$ cat src/rtl/mux_select_arbiter_pkg.sv
// Shared definitions for the 5-requester mux select arbiter.
//   N_REQ      number of requesters sharing the 5:1 datapath
//   SEL_W      width of the mux select
//   state_e    arbiter state (idle / grant held)
//   wrap_inc   index + 1, wrapping mod N_REQ
//   onehot     select index to one-hot grant vector
package mux_select_arbiter_pkg;

    localparam int N_REQ = 5;
    localparam int SEL_W = 3;

    typedef enum logic {
        ST_IDLE  = 1'b0,
        ST_GRANT = 1'b1
    } state_e;

    function automatic logic [SEL_W-1:0] wrap_inc(input logic [SEL_W-1:0] i);
        return (i == SEL_W'(N_REQ - 1)) ? '0 : i + 1'b1;
    endfunction

    function automatic logic [N_REQ-1:0] onehot(input logic [SEL_W-1:0] i);
        return N_REQ'(1) << i;
    endfunction

endpackage

$ cat src/rtl/mux_select_arbiter_rr_pick5.sv
// Combinational round-robin picker.
//   req   [4:0]  request vector
//   start [2:0]  index scanned first (0..4)
//   mask  [4:0]  requesters excluded from the scan
//   found        some unmasked requester is set
//   idx   [2:0]  first unmasked requester found scanning start, start+1, ... mod 5
module rr_pick5
    import mux_select_arbiter_pkg::*;
(
    input  logic [N_REQ-1:0] req,
    input  logic [SEL_W-1:0] start,
    input  logic [N_REQ-1:0] mask,
    output logic             found,
    output logic [SEL_W-1:0] idx
);

    logic [N_REQ-1:0] cand;
    logic [SEL_W:0]   pos;

    assign cand = req & ~mask;

    // Scan from the far end back toward start so the nearest hit wins.
    always_comb begin
        found = 1'b0;
        idx   = '0;
        pos   = '0;
        for (int k = N_REQ - 1; k >= 0; k--) begin
            pos = {1'b0, start} + (SEL_W+1)'(k);
            if (pos >= (SEL_W+1)'(N_REQ))
                pos = pos - (SEL_W+1)'(N_REQ);
            if (cand[pos[SEL_W-1:0]]) begin
                found = 1'b1;
                idx   = pos[SEL_W-1:0];
            end
        end
    end

endmodule

$ cat src/rtl/mux_select_arbiter.sv
// Round-robin arbiter sharing one 5:1 mux among five requesters, with each
// tenure bounded by a dwell limit while other requesters wait.
//   clk    rising-edge clock
//   reset  asynchronous active-high reset
//   req    [4:0] request vector, held for the whole tenure
//   grant  [4:0] registered one-hot grant, zero when idle
//   sel    [2:0] registered mux select (owner index), zero when idle
//   busy   registered, equal to |grant
module mux_select_arbiter
    import mux_select_arbiter_pkg::*;
#(
    parameter int MAX_DWELL = 8,
    parameter int DWELL_W   = 4
) (
    input  logic             clk,
    input  logic             reset,
    input  logic [N_REQ-1:0] req,
    output logic [N_REQ-1:0] grant,
    output logic [SEL_W-1:0] sel,
    output logic             busy
);

    localparam logic [DWELL_W-1:0] DWELL_LAST = DWELL_W'(MAX_DWELL - 1);

    state_e             state_q, state_d;
    logic [SEL_W-1:0]   sel_q, sel_d;
    logic [N_REQ-1:0]   grant_q, grant_d;
    logic               busy_q, busy_d;
    logic [DWELL_W-1:0] dwell_q, dwell_d;
    logic [SEL_W-1:0]   ptr_q, ptr_d;

    logic [SEL_W-1:0]   pick_start;
    logic [N_REQ-1:0]   pick_mask;
    logic               pick_found;
    logic [SEL_W-1:0]   pick_idx;
    logic               owner_req;
    logic               handoff;

    // Idle scans from the priority pointer; a tenure scans from the slot after
    // the owner and excludes the owner, so a waiting requester always wins.
    assign pick_start = (state_q == ST_IDLE) ? ptr_q : wrap_inc(sel_q);
    assign pick_mask  = (state_q == ST_IDLE) ? '0 : onehot(sel_q);
    assign owner_req  = req[sel_q];
    assign handoff    = !owner_req || (dwell_q == DWELL_LAST);

    rr_pick5 u_pick (
        .req   (req),
        .start (pick_start),
        .mask  (pick_mask),
        .found (pick_found),
        .idx   (pick_idx)
    );

    always_comb begin
        state_d = state_q;
        sel_d   = sel_q;
        busy_d  = busy_q;
        dwell_d = dwell_q;
        ptr_d   = ptr_q;
        unique case (state_q)
            ST_IDLE: begin
                if (pick_found) begin
                    state_d = ST_GRANT;
                    sel_d   = pick_idx;
                    busy_d  = 1'b1;
                    dwell_d = '0;
                    ptr_d   = wrap_inc(pick_idx);
                end
            end
            ST_GRANT: begin
                if (handoff && pick_found) begin
                    sel_d   = pick_idx;
                    dwell_d = '0;
                    ptr_d   = wrap_inc(pick_idx);
                end else if (handoff && owner_req) begin
                    // Nobody else waiting: the owner simply starts a new tenure.
                    dwell_d = '0;
                end else if (!owner_req) begin
                    state_d = ST_IDLE;
                    sel_d   = '0;
                    busy_d  = 1'b0;
                    dwell_d = '0;
                end else if (dwell_q != DWELL_LAST) begin
                    dwell_d = dwell_q + 1'b1;
                end
            end
            default: begin
                state_d = ST_IDLE;
                sel_d   = '0;
                busy_d  = 1'b0;
                dwell_d = '0;
            end
        endcase
        grant_d = busy_d ? onehot(sel_d) : '0;
    end

    always_ff @(posedge clk or posedge reset) begin
        if (reset) begin
            state_q <= ST_IDLE;
            sel_q   <= '0;
            grant_q <= '0;
            busy_q  <= 1'b0;
            dwell_q <= '0;
            ptr_q   <= '0;
        end else begin
            state_q <= state_d;
            sel_q   <= sel_d;
            grant_q <= grant_d;
            busy_q  <= busy_d;
            dwell_q <= dwell_d;
            ptr_q   <= ptr_d;
        end
    end

    assign grant = grant_q;
    assign sel   = sel_q;
    assign busy  = busy_q;

endmodule

$ cat config.mk
export PLATFORM = sky130hd
export DESIGN_NAME = mux_select_arbiter
export DESIGN_NICKNAME = d
export VERILOG_FILES = /design/src/rtl/mux_select_arbiter_pkg.sv /design/src/rtl/mux_select_arbiter_rr_pick5.sv /design/src/rtl/mux_select_arbiter.sv
export SDC_FILE = /design/constraint.sdc
export NUM_CORES = 1
export LEC_CHECK = 0
export CORE_MARGIN = 1
export CORE_UTILIZATION = 50
export CTS_BUF_LIST = sky130_fd_sc_hd__clkbuf_16
export DETAILED_ROUTE_END_ITERATION = 10
export GPL_TIMING_DRIVEN = 1
export HOLD_SLACK_MARGIN = 0.02
export PLACE_DENSITY = 0.81
export RECOVER_POWER = 100
export SYNTH_ARGS = -nofsm -noshare
export SYNTH_HDL_FRONTEND = slang
export SYNTH_SLANG_ARGS = --single-unit
$ cat constraint.sdc
create_clock -name clk -period 12.7 [get_ports clk]
set_input_delay 3.175 -clock clk [delete_from_list [all_inputs] [get_ports clk]]
set_output_delay 3.175 -clock clk [all_outputs]
set_load 0.02 [all_outputs]
==> run_results.csv <==
group,metric,value,unit
clock_tree,cts.hold.buffers_added,0,
global_routing,track_usage,25.15,%
timing,finalCritPeriodShare,53.20,%
final_layout,fin_nets,277,
place,dp_hpwl,3.948,mm
floorplan,rows,23,
min_path,whs_path_depth,1,
routing,first_pass_iters,4,
final_layout,n_antenna_cell,0,
synth,synth_edf_count,0,
clock_tree,cts_root_buffer,"clkbuf_16",
global_routing,grt_pass1_wl,8.776,mm
synth,synth_area_leaders,"dfrtp_1 20%, ha_1 8.2%, mux2i_1 5.1%",
floorplan,io_pins,16,
worst_setup_path,crit-reg2reg-launch,"sel[0]$_DFF_PP0_",
routing,drc,0,
worst_setup_path,required,12.80,ns
min_path,hold_class,"flop to flop",
worst_setup_path,worstSetupStartpointType,"primary input",
synth,synthTopCellsByCount,"21 x nor2_1, 17 x dfrtp_1, 16 x nand2_1",
min_path,hold_path_end,"dwell_q[3]$_DFFE_PP0P_",
worst_setup_path,cp.arrival,6.86,ns
clock_tree,htreeDepth,1,
routing,via_count,1925,
synth,synth_cell_types,76,
timing,finalSetupViolations,0,
worst_setup_path,end_kind,"flop",
place,portBuffers,15,
routing,wl_per_cell,17.14,um
clock_tree,cts_tree,"yes",
worst_setup_path,cp_max_fo,10,
synth,synth_seq_cells,17,
routing,drt_iter0_drc,181,
global_routing,grt_max_degree,24,
synth,synthFlopType,"dfrtp_1",
clock_tree,post-cts-setup-buffers,0,
synth,syn_area,2148,um^2
synth,synthMostInstantiatedCell,"nor2_1",
worst_setup_path,r2r_cells,14,
worst_setup_path,reg2reg_to,"grant[4]$_DFF_PP0_",
timing,worstMarginPinSlew,0.9361,ns
timing,slew_headroom,37.02,%
floorplan,die_x,67.55,um
floorplan,die_area,4563,um^2
floorplan,core,4058,um^2
timing,fin_crit,6.756,ns
routing,drtAntennaViolNets,0,
flow_run,drv_cap,0,
clock_tree,numCtsBuffers,3,
global_routing,grt_overflow,0,
clock_tree,path_clk_slew,0.05,ns
timing,rsz0062_at_grt,"no",
clock_tree,clock_sinks,17,
synth,async_reset_ff_share,100.0,%
clock_tree,clock_latency,0.25,ns
status,status,"finished clean",
min_path,hold_path_startpoint,"dwell_q[3]$_DFFE_PP0P_",
synth,synth_top_area_share,19.80,%
synth,syn_area_per_cell,8.698,um^2
final_layout,drive_gt1_share,12.16,%
synth,synth_fp_nets,268,
floorplan,die_y,67.55,um
timing,timing.fmax,0.1480,GHz
final_layout,area_growth,7.862,%
synth,netlist_instances,247,
global_routing,antenna_found_initial,0,
clock_tree,cts_buffer_depth,2,
timing,clock_skew,0.001961,ns
worst_setup_path,critPathKind,"primary input to flop",
routing,viasPerCell,6.311,
synth,synth_area_leader_cell,"dfrtp_1",
floorplan,initial_utilization,52.94,%
worst_setup_path,r2r_slack,7.35,ns
synth,yosys_warnings,0,
timing,slew_violations,0,
synth,yosysSeqAreaShare,19.80,%
global_routing,grt_pass1_vias,1862,
timing,finalHoldViolCount,0,
final_layout,post-route-util,57.11,%
timing,fin_setup_tns,0,ns
routing,drt-total-wl,5.227,mm
clock_tree,ctsResizeCount,0,
place,gp_congestion,0.9600,
-- final cells by class --
| class | instances | area, um^2 |
|---|---|---|
| clock inverters | 1 | 5.005 |
| clock buffers | 3 | 75.07 |
| multi-input cells | 204 | 1538 |
| repair buffers | 15 | 150.1 |
| inverters | 15 | 61.31 |
| well taps | 50 | 62.56 |
| fillers | 370 | 1740 |
| flip-flops and latches | 17 | 425.4 |
-- stage by stage --
stage,worst slack (ns),hold slack (ns),std cells,area (um^2)
4_1_cts,6.840,0.4798,305,2376
6_report,5.944,0.4901,305,2317
3_5_place_dp,6.582,0.4660,301,2296
5_1_grt,5.652,0.5091,305,2317
2_1_floorplan,7.231,0.4459,247,2148
3_3_place_gp,6.681,0.4688,301,2296
-- routing by layer --
layer | share of wire (%) | vias up | GRT usage, %
met4 | 1.1 | 0 | 5.851
li1 | - | 947 | -
met5 | 0 | - | 0
met3 | 3.1 | 6 | 2.027
met2 | 49 | 49 | 44.18
met1 | 47 | 923 | 32.99
-- cells by family after synthesis --
family	count (synthesis)	synth area share (%)
AO/OA/AOI/OAI	78	30.23
XOR/XNOR	8	3.611
adder cells (fa/ha/maj)	14	8.154
buffers and inverters	26	5.883
flip-flops	17	19.80
multiplexers	19	10.19
AND/OR/NAND/NOR	85	22.13
-- worst max path at each step --
stage | from | to | slack, ns | cells after the start
finish | req[3] | grant[4]$_DFF_PP0_ | 5.94 | 11
global route | req[3] | grant[4]$_DFF_PP0_ | 5.65 | 11
CTS | req[3] | grant[4]$_DFF_PP0_ | 6.84 | 11
detailed placement | req[3] | grant[4]$_DFF_PP0_ | 6.58 | 11
floorplan | req[3] | grant[4]$_DFF_PP0_ | 7.23 | 11
global placement | req[3] | grant[4]$_DFF_PP0_ | 6.68 | 11
-- critical path, stage by stage --
cell and delay (ns):
dlygate4sd3_1 0.55, a21bo_1 0.36, a2bb2oi_1 0.20, mux2i_1 0.11
a211o_1 0.32, a2bb2o_1 0.31, nor4_1 0.77, a21oi_2 0.15
mux2_1 0.40, nand2b_4 0.16, a2111oi_0 0.35
-- placed cells by master (no fill, tap or decap), types with 5 or more instances in the layout --
master	n
nor2_1	21
dfrtp_1	17
nand2_1	16
ha_1	14
inv_1	12
a21oi_1	12
mux2i_1	11
dlygate4sd3_1	11
nand3_1	9
o21ai_0	7
xnor2_1	7
a31oi_1	5
nand2b_1	5
-- flip-flops by register name, summed over array words and instances (netlist names) --
name / count
grant: 5
dwell_q: 4
ptr_q: 3
sel: 3
busy: 1
state_q: 1
Power is left out: the tool's default activity adds up to more than one toggle a clock period on the data nets, which glitch-free logic cannot reach.
